===== src/rtl/eth_tx_pkg.sv =====
// Shared types and helpers for the Ethernet TX minimum-frame padder.
// Holds the minimum frame length, pad FSM states, tuser layout and lane-mask helper.
// No logic of its own; imported by eth_tx_min_frame_padder.
package eth_tx_pkg;

    // Ethernet minimum frame length in bytes, excluding FCS.
    localparam int ETH_MIN_FRAME_BYTES = 60;

    typedef enum logic {ST_PASS, ST_PAD} pad_state_t;

    typedef struct packed {
        logic       error;
        logic [2:0] trailing;
    } eth_tuser_t;

    // Byte-lane keep mask for a final beat; trailing 0 means all 8 lanes are valid.
    function automatic logic [63:0] lane_mask(input logic [2:0] trailing);
        logic [63:0] mask;
        mask = '0;
        for (int i = 0; i < 8; i++) begin
            if (trailing == 3'd0 || i < int'(trailing)) begin
                mask[i*8 +: 8] = 8'hFF;
            end
        end
        return mask;
    endfunction

endpackage


===== src/rtl/eth_tx_min_frame_padder.sv =====
// Pads short Ethernet TX frames with zero bytes up to MIN_BYTES; longer frames pass unmodified.
// Latency: 1 cycle, single registered AXI-Stream stage; pad beats follow the short frame's last data beat.
// Backpressure: i_tready = output load enable while passing; held low while pad beats are emitted.
// Optional pad statistics counter enabled by defining ETH_TX_PAD_STATS_EN.
module eth_tx_min_frame_padder
    import eth_tx_pkg::*;
#(
    parameter int DATA_W    = 64,
    parameter int MIN_BYTES = ETH_MIN_FRAME_BYTES
) (
    input  logic              clk,
    input  logic              rst,
    input  logic [DATA_W-1:0] i_tdata,
    input  logic [3:0]        i_tuser,
    input  logic              i_tlast,
    input  logic              i_tvalid,
    output logic              i_tready,
    output logic [DATA_W-1:0] o_tdata,
    output logic [3:0]        o_tuser,
    output logic              o_tlast,
    output logic              o_tvalid,
    input  logic              o_tready,
    output logic [31:0]       pad_count
);

    localparam int         MIN_BEATS = (MIN_BYTES + 7) / 8;
    localparam logic [4:0] LAST_BEAT = 5'(MIN_BEATS - 1);
    localparam logic [4:0] SAT_BEATS = 5'(MIN_BEATS);
    localparam logic [2:0] MIN_TRAIL = 3'(MIN_BYTES % 8);
    localparam logic [9:0] MIN_LEN   = 10'(MIN_BYTES);

    pad_state_t  state;
    logic [4:0]  beat_cnt;
    logic [4:0]  pad_beat;
    logic        err_q;

    eth_tuser_t  in_user;
    logic        load;
    logic [3:0]  tail_bytes;
    logic [9:0]  frame_len;
    logic        short_frame;

    assign in_user     = eth_tuser_t'(i_tuser);
    assign load        = !o_tvalid || o_tready;
    assign i_tready    = load && (state == ST_PASS);
    assign tail_bytes  = (in_user.trailing == 3'd0) ? 4'd8 : {1'b0, in_user.trailing};
    // Only meaningful on the tlast beat; beat_cnt saturation keeps long frames above MIN_LEN.
    assign frame_len   = {2'b00, beat_cnt, 3'b000} + {6'd0, tail_bytes};
    assign short_frame = frame_len < MIN_LEN;

    // Output register plus pad FSM: forward, pad in the same beat, or append zero beats.
    always_ff @(posedge clk or posedge rst) begin
        if (rst) begin
            o_tvalid <= 1'b0;
            o_tdata  <= '0;
            o_tuser  <= '0;
            o_tlast  <= 1'b0;
            state    <= ST_PASS;
            beat_cnt <= '0;
            pad_beat <= '0;
            err_q    <= 1'b0;
        end else if (load) begin
            if (state == ST_PASS) begin
                // In ST_PASS i_tready equals load, so i_tvalid alone marks a handshake.
                o_tvalid <= i_tvalid;
                if (i_tvalid) begin
                    if (!i_tlast) begin
                        o_tdata <= i_tdata;
                        o_tuser <= i_tuser;
                        o_tlast <= 1'b0;
                        if (beat_cnt != SAT_BEATS) begin
                            beat_cnt <= beat_cnt + 5'd1;
                        end
                    end else begin
                        beat_cnt <= '0;
                        if (!short_frame) begin
                            o_tdata <= i_tdata;
                            o_tuser <= i_tuser;
                            o_tlast <= 1'b1;
                        end else if (beat_cnt == LAST_BEAT) begin
                            o_tdata <= i_tdata & lane_mask(in_user.trailing);
                            o_tuser <= {in_user.error, MIN_TRAIL};
                            o_tlast <= 1'b1;
                        end else begin
                            o_tdata  <= i_tdata & lane_mask(in_user.trailing);
                            o_tuser  <= '0;
                            o_tlast  <= 1'b0;
                            err_q    <= in_user.error;
                            pad_beat <= beat_cnt + 5'd1;
                            state    <= ST_PAD;
                        end
                    end
                end
            end else begin
                o_tvalid <= 1'b1;
                o_tdata  <= '0;
                pad_beat <= pad_beat + 5'd1;
                if (pad_beat == LAST_BEAT) begin
                    o_tlast <= 1'b1;
                    o_tuser <= {err_q, MIN_TRAIL};
                    state   <= ST_PASS;
                end else begin
                    o_tlast <= 1'b0;
                    o_tuser <= '0;
                end
            end
        end
    end

`ifdef ETH_TX_PAD_STATS_EN
    logic pad_done;

    assign pad_done = load &&
        (((state == ST_PASS) && i_tvalid && i_tlast && short_frame && (beat_cnt == LAST_BEAT)) ||
         ((state == ST_PAD) && (pad_beat == LAST_BEAT)));

    // Count frames whose final beat was padded, saturating at all-ones.
    always_ff @(posedge clk or posedge rst) begin
        if (rst) begin
            pad_count <= '0;
        end else if (pad_done && (pad_count != 32'hFFFF_FFFF)) begin
            pad_count <= pad_count + 32'd1;
        end
    end
`else
    assign pad_count = 32'd0;
`endif

endmodule


===== config.mk =====
export PLATFORM = sky130hd
export DESIGN_NAME = eth_tx_min_frame_padder
export DESIGN_NICKNAME = d
export VERILOG_FILES = /design/src/rtl/eth_tx_pkg.sv /design/src/rtl/eth_tx_min_frame_padder.sv
export SDC_FILE = /design/constraint.sdc
export NUM_CORES = 1
export LEC_CHECK = 0
export CORE_ASPECT_RATIO = 1.25
export CORE_MARGIN = 2
export CORE_UTILIZATION = 43
export CTS_BUF_LIST = sky130_fd_sc_hd__clkbuf_4 sky130_fd_sc_hd__clkbuf_8
export DETAILED_ROUTE_END_ITERATION = 16
export PLACE_DENSITY = 0.8
export SLEW_MARGIN = 40
export SYNTH_ARGS = -nofsm -noshare
export SYNTH_HDL_FRONTEND = slang
export SYNTH_SLANG_ARGS = --single-unit

===== constraint.sdc =====
create_clock -name clk -period 3 [get_ports clk]
set_clock_uncertainty 0.05 [all_clocks]
set_input_delay 0.3 -clock clk [delete_from_list [all_inputs] [get_ports clk]]
set_output_delay 0.3 -clock clk [all_outputs]
set_load 0.05 [all_outputs]

======== Word level (Yosys, flattened, before mapping) ========
Cells that the tools add are included.
word-level totals
  output and inout bits ................... 103
  memories kept ........................... 0
  register bits ........................... 82
  input bits .............................. 73
  bits in writable memories ............... 0
  bits in latches ......................... 0
  bits in read-only memories .............. 0
cells by class
  shift-type cells ........................ 0
  add/sub/neg operators ................... 3
  multipliers ............................. 0
  mux-type cells .......................... 136
  equal/unequal tests ..................... 4
  div/mod/pow operators ................... 0
  magnitude comparators ................... 8
  bitwise operators ....................... 4
  reduce and logical (&&, ||, !) cells .... 19
operator list
  cell                                                                           number
  8-bit two-way mux                                                              104
  64-bit two-way mux                                                             5
  64-bit bitwise AND                                                             2
  5-bit two-way mux                                                              7
  4-bit two-way mux                                                              7
  1-bit two-way mux                                                              13
  5-bit by 1-bit adder with 5-bit output (second input constant)                 2
  5-bit by 3-bit equality test with 1-bit output (second input constant)         2
  8-bit by 4-bit adder with 9-bit output                                         1
  3-bit less-than comparator (first input constant)                              3
  9-bit by 6-bit less-than comparator with 1-bit output (second input constant)  1
  1-bit logical OR                                                               8
  2-bit nonzero test                                                             4
  1-bit by 3-bit less-than comparator with 1-bit output (first input constant)   2
  2-bit by 3-bit less-than comparator with 1-bit output (first input constant)   2
  6-bit AND reduction                                                            1
  5-bit by 4-bit != test with 1-bit output (second input constant)               1
  5-bit AND reduction                                                            1
  4-bit AND reduction                                                            1
  3-bit zero test                                                                1
  2-bit != test (second input constant)                                          1
  1-bit inverter                                                                 2
  2-bit AND reduction                                                            1
  1-bit logical AND                                                              1
  1-bit zero test                                                                1

======== Longest topological paths before layout ========
  depth in word-level cells ............... 15
  gate-level depth with buffers ........... 8
  depth with buffers taken out ............ 7

======== Worst setup path after synthesis ========
Ideal clock, no wire load.
  kind .................................... reg-to-reg
  from .................................... reg o_tvalid
  to ...................................... reg err_q
  clock period less this slack ............ 2.327 ns
  arrival ................................. 2.152 ns
  path slack .............................. 0.673 ns
  stages on the path, launching flop included .. 6
  library setup time ...................... 0.125 ns
  path through ............................ dfrtp_1 -> nor2b_1 -> buf_2 -> nor2_1 -> nand3_2 -> mux2_4
on the way
  cells in the longest elaborated chain, start to end .. 3
ends and longest elaborated chain
  element                               line                           text
  start, declared                       eth_tx_min_frame_padder.sv:21  output logic o_tvalid,
  start signal, assigned                eth_tx_min_frame_padder.sv:65  o_tvalid <= i_tvalid;
  1-bit zero test                       eth_tx_min_frame_padder.sv:44  assign load = !o_tvalid || o_tready;
  1-bit logical OR                      eth_tx_min_frame_padder.sv:44
  6-bit AND reduction (no source line)  --
  end signal, assigned                  eth_tx_min_frame_padder.sv:88  err_q <= in_user.error;
  end, declared                         eth_tx_min_frame_padder.sv:35  logic err_q;
Every way passes these cells.
A chain may end at the register's enable or synchronous reset.

======== Worst setup path after layout ========
  from .................................... reg state
  to ...................................... out i_tready
on the way
  cells in the longest elaborated chain, start to end .. 2
ends and longest elaborated chain
  element                          line                            text
  start, declared                  eth_tx_min_frame_padder.sv:32   pad_state_t state;
  start signal, assigned           eth_tx_min_frame_padder.sv:58   state <= ST_PASS;
  start signal, assigned           eth_tx_min_frame_padder.sv:90   state <= ST_PAD;
  start signal, assigned           eth_tx_min_frame_padder.sv:101  state <= ST_PASS;
  1-bit inverter (no source line)  --
  1-bit logical AND                eth_tx_min_frame_padder.sv:45   assign i_tready = load && (state == ST_PASS);
  end, declared                    eth_tx_min_frame_padder.sv:17   output logic i_tready,
Every way passes these cells.

==> results.txt <==
Outcome - finished clean
Die area - 9919 um^2
P_leak - 0.002462 uW
Kind of critical path - reg2out
Worst R2R End - o_tdata[37]$_DFFE_PP0P_
Vias in the first global route - 3126
Syn Inst Count - 331
First-pass GRT wire length - 15640 um
Antenna Cells - 0
Design Area, Final - 5599 um^2
TritonCTS clock tree - done
Tcrit/Tclk final - 0.8604
Core Region - 9027 um^2
Dominant cells by area after synthesis - dfrtp_1, a22o_1, buf_4, a21oi_4, ha_1
Post-route ant nets - 0
Initial cell density of the core - 0.4351
Top Ports - 176
Final TNS setup - 0 ns
Via count - 3177
Drt pass-1 iters - 4
Max Root-Sink Buffers - 2
Maxcap violations - 0
R2R cell count - 6
Commonest non-fill, non-tap cells in the layout - clkdlybuf4s50_1, dfrtp_1, a22o_1
Worst setup startpoint - state$_DFFE_PP0N_
Total wire length - 10210 um
Cts bufs inserted - 9
Layout cells sized above 1 - 0.1000
Min Tclk post-route - 2.581 ns
Global-route usage over all layers - 0.2068
Commonest non-fill, non-tap cell in the layout - clkdlybuf4s50_1
Die X - 89.48 um
CP arrival - 2.23 ns
Peak VDD IR - 0.4527 mV
Worst-path clk slew - 0.08 ns
Setup violators final - 0
Hold buffer count at cts - 0
Layout area overhead - 42.56%
R2R Setup Slk - 0.80 ns
DIE HEIGHT - 110.9 um
Sink Count - 82
Ys async rst share - 1.000
Wire per inst - 16.94 um
Worst slew pin tran - 0.6119 ns
Setup repair after global routing missed its margin - false
DR vias/cell - 5.269
Post-route setup slack - 0.4189 ns
# resized after CTS - 0
Root Buffer Master - clkbuf_8
Synth Register Bits - 82
Final hold viol count - 0
Crit-path max FO - 15
Final number of max-transition violations - 0
Final nets - 553
Yosys cell types - 55
Number of enable flip-flop cells after synthesis - 0
Total gr overflow - 0
Cell area after synthesis - 3928 um^2
Startpoint types - register
Htree depth - 3
HPWL Detailed - 7582 um
Share of the synthesized area in the top cell type - 0.5225
Post-route DRC - 0
Max Fclk - 0.3874 GHz
# Post-CTS Setup Buffers - 0
Top_reg_cell synth - dfrtp_1
Place WS - 0.2100 ns
Pwr dens - 851.6 nW/um^2
Core Rows - 39
Worst setup path endpoint - i_tready
Slew headroom - 0.5916
Mapped Avg Cell Area - 11.87 um^2
Port bufs - 143
Register area share after synthesis - 0.5225
WP data required - 2.65 ns
CP Capture Type - output pin
HP Class - in2async
Ys Warns - 0
Reg-to-Reg Start - beat_cnt[0]$_DFFE_PP0P_
Yosys top cell by area - dfrtp_1
Post-place instance area - 5385 um^2
Initial DRC Count - 163
Initial antenna violation count - 0
Largest net degree at the start of global routing - 49
Worst-skew pair later-pin latency - 0.36 ns
RePlAce Congestion - 0.8990
[worst min path at each step]
stage | depth (start not counted) | to | start
after global routing | 2 | o_tdata[45]$_DFFE_PP0P_ | rst
final | 2 | o_tdata[44]$_DFFE_PP0P_ | rst
after detailed placement | 1 | o_tdata[24]$_DFFE_PP0P_ | o_tdata[24]$_DFFE_PP0P_
after floorplan | 1 | beat_cnt[3]$_DFFE_PP0P_ | i_tlast
after global placement | 1 | o_tuser[1]$_DFFE_PP0P_ | o_tuser[1]$_DFFE_PP0P_
after CTS | 2 | o_tdata[44]$_DFFE_PP0P_ | rst
[metrics by stage]
stage	std cells	power [uW]	utilization	hold WS, ns
floorplan	362	3219	-	0.3572
global placement	586	3895	0.5965	0.4324
detailed placement	586	3951	0.5965	0.4353
CTS	602	4773	0.6190	0.2758
global route	603	4979	0.6202	0.3163
finish	603	4768	0.6202	0.2629
[area by class of cell]
type	count	area [um^2]
fillers	698	3428
clock buffers	10	137.6
repair buffers	153	1523
flip-flops and latches	82	2052
inverters	8	31.28
multi-input cells	221	1637
well taps	123	153.9
clock inverters	6	65.06
[flip-flops by register name, indices dropped and copies added (netlist names)]
register / cells
state: 1
o_tuser: 4
o_tvalid: 1
pad_beat: 5
beat_cnt: 5
o_tdata: 64
o_tlast: 1
err_q: 1
[layer usage]
metal  vias to the layer above  GRT usage  routed length [um]
met1                      1563     0.2473                4053
met4                         0    0.09453                 267
met3                        20    0.04617                 665
met5                         -          0                   0
met2                       130     0.3462                5225
li1                       1464          -                   -
[power breakdown]
group	switching, uW	total [uW]	leakage (uW)	internal, uW
Sequential	255	1640	0.00108	1390
Combinational	1460	2300	0.00128	840
Clock	418	827	0.000103	409
[critical path, cell delays in order (launching register included)]
cell and delay (ns):
dfrtp_1 0.57, nor2_1 0.41, clkdlybuf4s50_1 0.89
[Yosys cell counts (all sizes together), types with 2 or more instances]
library cell / instances
dfrtp: 82
a22o: 65
buf: 43
a21oi: 14
nor2: 13
nand3: 12
clkbuf: 8
inv: 8
nand2: 8
and3: 7
o21ai: 7
a31oi: 6
ha: 5
nor3: 5
mux2: 4
a211oi: 3
and2: 3
nor2b: 3
a32o: 2
nand2b: 2
nand4: 2
nor3b: 2
nor4: 2
o311ai: 2
or3: 2
xnor2: 2
xor2: 2
[cells by family (layout without fill, tap and decap cells)]
group | Yosys count | after routing | synth area share
AO/OA/AOI/OAI | 109 | 109 | 0.2437
XOR/XNOR | 4 | 4 | 0.008922
adder cells (fa/ha/maj) | 5 | 5 | 0.01593
buffers and inverters | 59 | 177 | 0.09334
flip-flops | 82 | 82 | 0.5225
multiplexers | 5 | 5 | 0.01593
other | 1 | 32 | 0.0009548
AND/OR/NAND/NOR | 66 | 66 | 0.09876
(Power assumes the default switching activity.)
